===== config.mk =====
export PLATFORM = sky130hd
export DESIGN_NAME = cmip_cdc_req_tx
export DESIGN_NICKNAME = d
export VERILOG_FILES = /design/src/rtl/cmip_cdc_req_tx.sv
export SDC_FILE = /design/constraint.sdc
export NUM_CORES = 1
export LEC_CHECK = 0
export CAP_MARGIN = 5
export CELL_PAD_IN_SITES_DETAIL_PLACEMENT = 2
export CELL_PAD_IN_SITES_GLOBAL_PLACEMENT = 2
export CORE_ASPECT_RATIO = 0.75
export CORE_MARGIN = 2
export CORE_UTILIZATION = 22
export DETAILED_ROUTE_END_ITERATION = 16
export PLACE_DENSITY = 0.72
export SLEW_MARGIN = 30
export SYNTH_ARGS = -nofsm -noshare
export SYNTH_HDL_FRONTEND = slang
export SYNTH_SLANG_ARGS = --single-unit

===== constraint.sdc =====
create_clock -name clk -period 1.6 [get_ports clk]
set_clock_uncertainty 0.05 [all_clocks]
set_input_delay 0.16 -clock clk [delete_from_list [all_inputs] [get_ports clk]]
set_output_delay 0.16 -clock clk [all_outputs]
set_load 0.01 [all_outputs]

===== src/rtl/cmip_cdc_req_tx.sv =====
// Source-domain side of a 4-phase req/ack CDC handshake: captures a payload, raises req_o, waits for ack.
// Optional stuck-handshake timeout is enabled by defining CMIP_CDC_REQ_TX_TIMEOUT_EN.
//
// state  | meaning
// IDLE   | no transfer in flight; accepts src_valid when synchronized ack is low
// REQ_HI | req_o high, waiting for synchronized ack to rise
// REQ_LO | req_o low, waiting for synchronized ack to fall
module cmip_cdc_req_tx #(
    parameter int DATA_W    = 32,
    parameter int SYNC_N    = 2,
    parameter int TO_CYCLES = 1024
) (
    input  logic              clk,
    input  logic              rstn,
    input  logic              src_valid,
    output logic              src_ready,
    input  logic [DATA_W-1:0] src_data,
    output logic              req_o,
    output logic [DATA_W-1:0] data_o,
    input  logic              ack_i,
    output logic              done,
    output logic              to_err,
    input  logic              err_clr
);

    typedef enum logic [1:0] {
        IDLE   = 2'd0,
        REQ_HI = 2'd1,
        REQ_LO = 2'd2
    } state_t;

    state_t              r_state;
    state_t              w_state_nxt;
    logic [SYNC_N-1:0]   r_sync;
    logic                w_ack_s;
    logic                w_accept;
    logic                w_ack_rise;
    logic                r_req;
    logic                r_done;
    logic [DATA_W-1:0]   r_data;

    // ack_i is asynchronous to clk; only the last synchronizer stage is ever used.
    always_ff @(posedge clk or negedge rstn) begin
        if (!rstn) begin
            r_sync <= '0;
        end else begin
            r_sync <= {r_sync[SYNC_N-2:0], ack_i};
        end
    end

    assign w_ack_s   = r_sync[SYNC_N-1];
    assign src_ready = (r_state == IDLE) && !w_ack_s;

    always_ff @(posedge clk or negedge rstn) begin
        if (!rstn) begin
            r_state <= IDLE;
        end else begin
            r_state <= w_state_nxt;
        end
    end

    always_comb begin
        w_state_nxt = r_state;
        w_accept    = 1'b0;
        w_ack_rise  = 1'b0;
        case (r_state)
            IDLE: begin
                if (src_valid && src_ready) begin
                    w_accept    = 1'b1;
                    w_state_nxt = REQ_HI;
                end
            end
            REQ_HI: begin
                if (w_ack_s) begin
                    w_ack_rise  = 1'b1;
                    w_state_nxt = REQ_LO;
                end
            end
            REQ_LO: begin
                if (!w_ack_s) begin
                    w_state_nxt = IDLE;
                end
            end
            default: w_state_nxt = IDLE;
        endcase
    end

    // req_o, data_o and done leave the block straight from these flops.
    always_ff @(posedge clk or negedge rstn) begin
        if (!rstn) begin
            r_req  <= 1'b0;
            r_data <= '0;
            r_done <= 1'b0;
        end else begin
            r_done <= w_ack_rise;
            if (w_accept) begin
                r_req  <= 1'b1;
                r_data <= src_data;
            end else if (w_ack_rise) begin
                r_req <= 1'b0;
            end
        end
    end

    assign req_o  = r_req;
    assign data_o = r_data;
    assign done   = r_done;

`ifdef CMIP_CDC_REQ_TX_TIMEOUT_EN
    localparam int CNT_W = $clog2(TO_CYCLES + 1);
    localparam logic [CNT_W-1:0] CNT_MAX = CNT_W'(TO_CYCLES);

    logic [CNT_W-1:0] r_cnt;
    logic [CNT_W-1:0] w_cnt_inc;
    logic [CNT_W-1:0] w_cnt_nxt;
    logic             w_busy;
    logic             w_enter;
    logic             w_to_set;
    logic             r_to_err;

    assign w_busy    = (r_state != IDLE);
    assign w_enter   = w_accept | w_ack_rise;
    assign w_cnt_inc = (r_cnt == CNT_MAX) ? r_cnt : r_cnt + CNT_W'(1);
    assign w_cnt_nxt = w_enter ? '0 : (w_busy ? w_cnt_inc : r_cnt);
    // Set fires when the flag is low and the count sits at threshold, so a clear while saturated
    // shows one low cycle before the flag returns.
    assign w_to_set  = w_busy && !w_enter && (w_cnt_inc == CNT_MAX) && !r_to_err;

    always_ff @(posedge clk or negedge rstn) begin
        if (!rstn) begin
            r_cnt    <= '0;
            r_to_err <= 1'b0;
        end else begin
            r_cnt <= w_cnt_nxt;
            if (w_to_set) begin
                r_to_err <= 1'b1;
            end else if (err_clr) begin
                r_to_err <= 1'b0;
            end
        end
    end

    assign to_err = r_to_err;
`else
    logic w_unused_to_cfg;

    assign w_unused_to_cfg = err_clr ^ (TO_CYCLES > 0);
    assign to_err          = 1'b0;
`endif

endmodule

---- Word-level counts from Yosys, hierarchy flattened ----
Index checks and enable logic that the tools add are counted.
word-level totals
  register bits after elaboration ......... 38
  input port bits ......................... 37
operators by class
  equality and inequality tests ........... 5
  muxes and demuxes ....................... 10
  reduce and logical (&&, ||, !) cells .... 6
operators with widths
  kind                                                                     number
  1-bit two-way mux                                                        6
  2-bit two-way mux                                                        3
  2-bit case mux with 3 select lines                                       1
  2-bit inequality test, second input constant                             2
  3-bit AND reduction                                                      1
  2-bit by 1-bit equality test with 1-bit output, second input constant    1
  2-bit equality test, second input constant                               1
  1-bit logical AND                                                        2
  2-bit zero test                                                          1
  2-bit by 1-bit inequality test with 1-bit output, second input constant  1
  2-bit nonzero test                                                       1
  1-bit zero test                                                          1

---- Logic depth before layout (Yosys ltp) ----
  depth in word-level cells ............... 6
  depth in mapped cells ................... 3

---- Worst setup path after synthesis ----
No wires, ideal clock.
  path type ............................... register to register
  from .................................... reg r_state[0]
  to ...................................... reg r_data[0] (netlist: data_o[0])
  library setup time ...................... 0.125 ns
  arrival ................................. 1.421 ns
  data required time ...................... 1.425 ns
  setup slack ............................. 0.004 ns
  cell stages (with the launch flop) ...... 4
  period minus slack after synthesis ...... 1.596 ns
  path through ............................ dfrtp_1 > nor4b_4 > buf_6 > mux2_2
on the way
  longest elaborated chain between the ends .. 5
RTL lines
  element                 line    text
  start, declared         32      state_t r_state;
  start signal, assigned  58      r_state <= w_state_nxt;
  2-bit zero test (*)     52, 66
  1-bit logical AND       52      assign src_ready = (r_state == IDLE) && !w_ack_s;
  1-bit logical AND       68      if (src_valid && src_ready) begin
  1-bit two-way mux       68
  1-bit two-way mux (*)   66      case (r_state)
  end signal, assigned    98      r_data <= src_data;
  end, declared           40      logic [DATA_W-1:0] r_data;
Mark *: on every way between the ends. The rest lies on a longest branch, timed or not.
A chain may end at the register's enable or synchronous reset.

---- Final worst setup path ----
  from .................................... reg r_state[1]
  to ...................................... reg r_data[10] (netlist: data_o[10])
Same word-level chain as after synthesis.

==> flow_summary.toml <==
[sta]
tightestPinTransition_ps = 561
fmax_mhz = 644
rsz0062_at_grt = "true"
setup_viol = 0
hold_ws_ps = 268
max_slew_margin_pct = 62.6
period_needed_ps = 1550
finalHoldViolations = 0
post-route-period-util_pct = 97.0
drv_slew = 0

[setup_path]
timing.rr.start = "r_state[1]"
critPathSlowestCell = "dfrtp_2"
slowest_delay_ps = 450
cp_data_required_time_ps = 1720
crit_start = "r_state[1]"
critPathLaunchType = "flop"
worstSetupEndpointType = "flop"
crit_chain = "nor4b_4 -> buf_6 -> buf_12 -> mux2_2"
path_class = "flop to flop"
crit_buf_inv = 2
arrival_ps = 1670
worstPathMaxFanout = 16
cp_top_family = "flip-flops"

[power]
pwr-share-comb_pct = 33.5
intPower_mw = 2.37
p_leak_nw = 0.984
cellPowerDensity_nw_per_um2 = 1340
peakVddDrop_mv = 0.607
pwr-share-clk_pct = 24.4
power_frac_seq_pct = 42.0
switchingPower_mw = 0.837
power.share.switching_pct = 26.1

[routing]
vias_per_cell = 4.12
wl_per_cell_um = 15.5
drc_errors = 0
firstDrtPassIters = 2
vias = 1026
wl_um = 3870
drtIter0Drc = 6
ant_nets = 0

[min_path]
holdCritStartpoint = "ack_i"
hold_path_class = "primary input to flop"

[final_layout]
nets = 204
final_cell_mix = "clkdlybuf4s50_1, dfrtp_1, mux2_2, clkbuf_8, buf_4"
final_common_cell = "clkdlybuf4s50_1"
antenna_cells = 0
drive_gt1_share_pct = 28.6
fin_cells = 249
syn2layout_area_growth_pct = 66.4

[placement]
dp_hpwl_um = 2950
gp_congestion = 0.719
dp.cells = 237
portBuffers = 70

[run_status]
status = "complete, no violations"

[synth]
syn_nets = 123
synthCells = 86
synth_area_um2 = 1440
synth_seq_cells = 38
synth_warnings = 0
synth_cell_types = 15
synth.avg_cell_area_um2 = 16.7
seq_area_frac_synth_pct = 66.1

[floorplanning]
num_rows = 25
die_area_um2 = 7200
die_w_um = 97.3
ioPinCount = 73
fp.coreArea_um2 = 6320
initial_core_util_pct = 22.8
fp.dieH_um = 74.0

[global_routing]
grtUsageTotal_pct = 11.1
antenna_found_initial = 0
grt_max_degree = 25
overflow = 0
grt_pass1_vias = 1153
grt_pass1_wl_um = 6170

[clock_network]
clkLatencyLatePin_ps = 280
cts_made_buffers = 5
htree_levels = 2
cts_tree = "built"
root_buffer = "clkbuf_8"
clockBufferDepth = 2
clk_pin_slew_ps = 70
clkSinkCount = 38

[job]
cap_violations = 0
==> state kept, by name, summed over array words and instances (netlist names) <==
register	count
r_state	2
done	1
req_o	1
r_sync	2
data_o	32
==> routing by layer <==
| metal | vias to the layer above | track usage [%] | share of wire [%] | routed length, um |
|---|---|---|---|---|
| met4 | 0 | 3.24 | 0.65 | 25 |
| met1 | 512 | 13.6 | 43 | 1650 |
| met5 | - | 0 | 0 | 0 |
| met3 | 4 | 4.61 | 8.4 | 323 |
| met2 | 53 | 18.5 | 48 | 1870 |
| li1 | 457 | - | - | - |
==> power groups by stage <==
stage | Clock [mW] | Combinational [mW] | Sequential (mW)
3_3_place_gp | 0 | 1.04 | 1.35
4_1_cts | 0.828 | 1.08 | 1.36
2_1_floorplan | 0 | 0.277 | 1.47
6_report | 0.784 | 1.08 | 1.35
3_5_place_dp | 0 | 1.07 | 1.38
5_1_grt | 0.859 | 1.15 | 1.39
==> stage by stage <==
stage	util (%)	total power [mW]	instance area (um2)	TNS (ps)	setup slack, ps
2_1_floorplan	-	1.75	1440	0	4.13
3_5_place_dp	35.2	2.44	2220	-4480	-165
4_1_cts	37.2	3.26	2350	-6.30	-3.15
5_1_grt	37.9	3.40	2390	-169	-18.8
6_report	37.9	3.21	2390	0	48.0
3_3_place_gp	35.2	2.38	2220	-3100	-107
==> Yosys cell counts <==
library cell   n  area, um2
and2_1         1       6.26
buf_6          3       33.8
nor2_1         2       7.51
conb_1         1       3.75
inv_1          1       3.75
a211o_1        1       8.76
nor4b_4        1       23.8
nor2b_1        1       6.26
nand2b_1       1       6.26
nor3_1         2       10.0
dfrtp_1       38        951
xor2_1         1       8.76
buf_4          1       7.51
mux2_2        30        338
mux2_1         2       22.5
==> final cells by class <==
cell class	instances	area, um2
fillers	641	3930
multi-input cells	43	442
flip-flops and latches	38	952
repair buffers	78	785
inverters	1	3.75
clock inverters	3	40.0
clock buffers	5	68.8
well taps	81	101
==> worst reg2reg max path: cells and delay by family (launching register included) <==
kind                   cells  cell delay [ps]
DFF                        1              450
muxes                      1              350
buffers and inverters      2              310
and+or+nand+nor            1              290
==> logic make-up after synthesis <==
kind of cell | after synthesis | share of synthesized area (%)
buffers and inverters | 5 | 3.13
flip-flops | 38 | 66.1
other | 1 | 0.261
multiplexers | 32 | 25.1
AO/OA/AOI/OAI | 1 | 0.609
AND/OR/NAND/NOR | 8 | 4.18
XOR/XNOR | 1 | 0.609
==> what timing repair did <==
action | CTS | global route
endpoints found under the hold margin | 23 | 0
buffers inserted | 0 | 2
hold buffers | 1 | 0
cloned | 0 | 1
gates resized for setup | 4 | 7
pin swaps | 0 | 1
endpoints found under the setup margin | 31 | 32
==> final timing paths <==
check                           cells past startpoint  slack, ps         end
min in group asynchronous                           2        370  data_o[26]
max in group asynchronous                           3        510  data_o[11]
worst max-delay path                                4         50  data_o[10]
worst min-delay path                                1        270   r_sync[0]
worst min register to register                      0        300   r_sync[1]
worst max register to register                      4         50  data_o[10]
(Power assumes the default switching activity.)
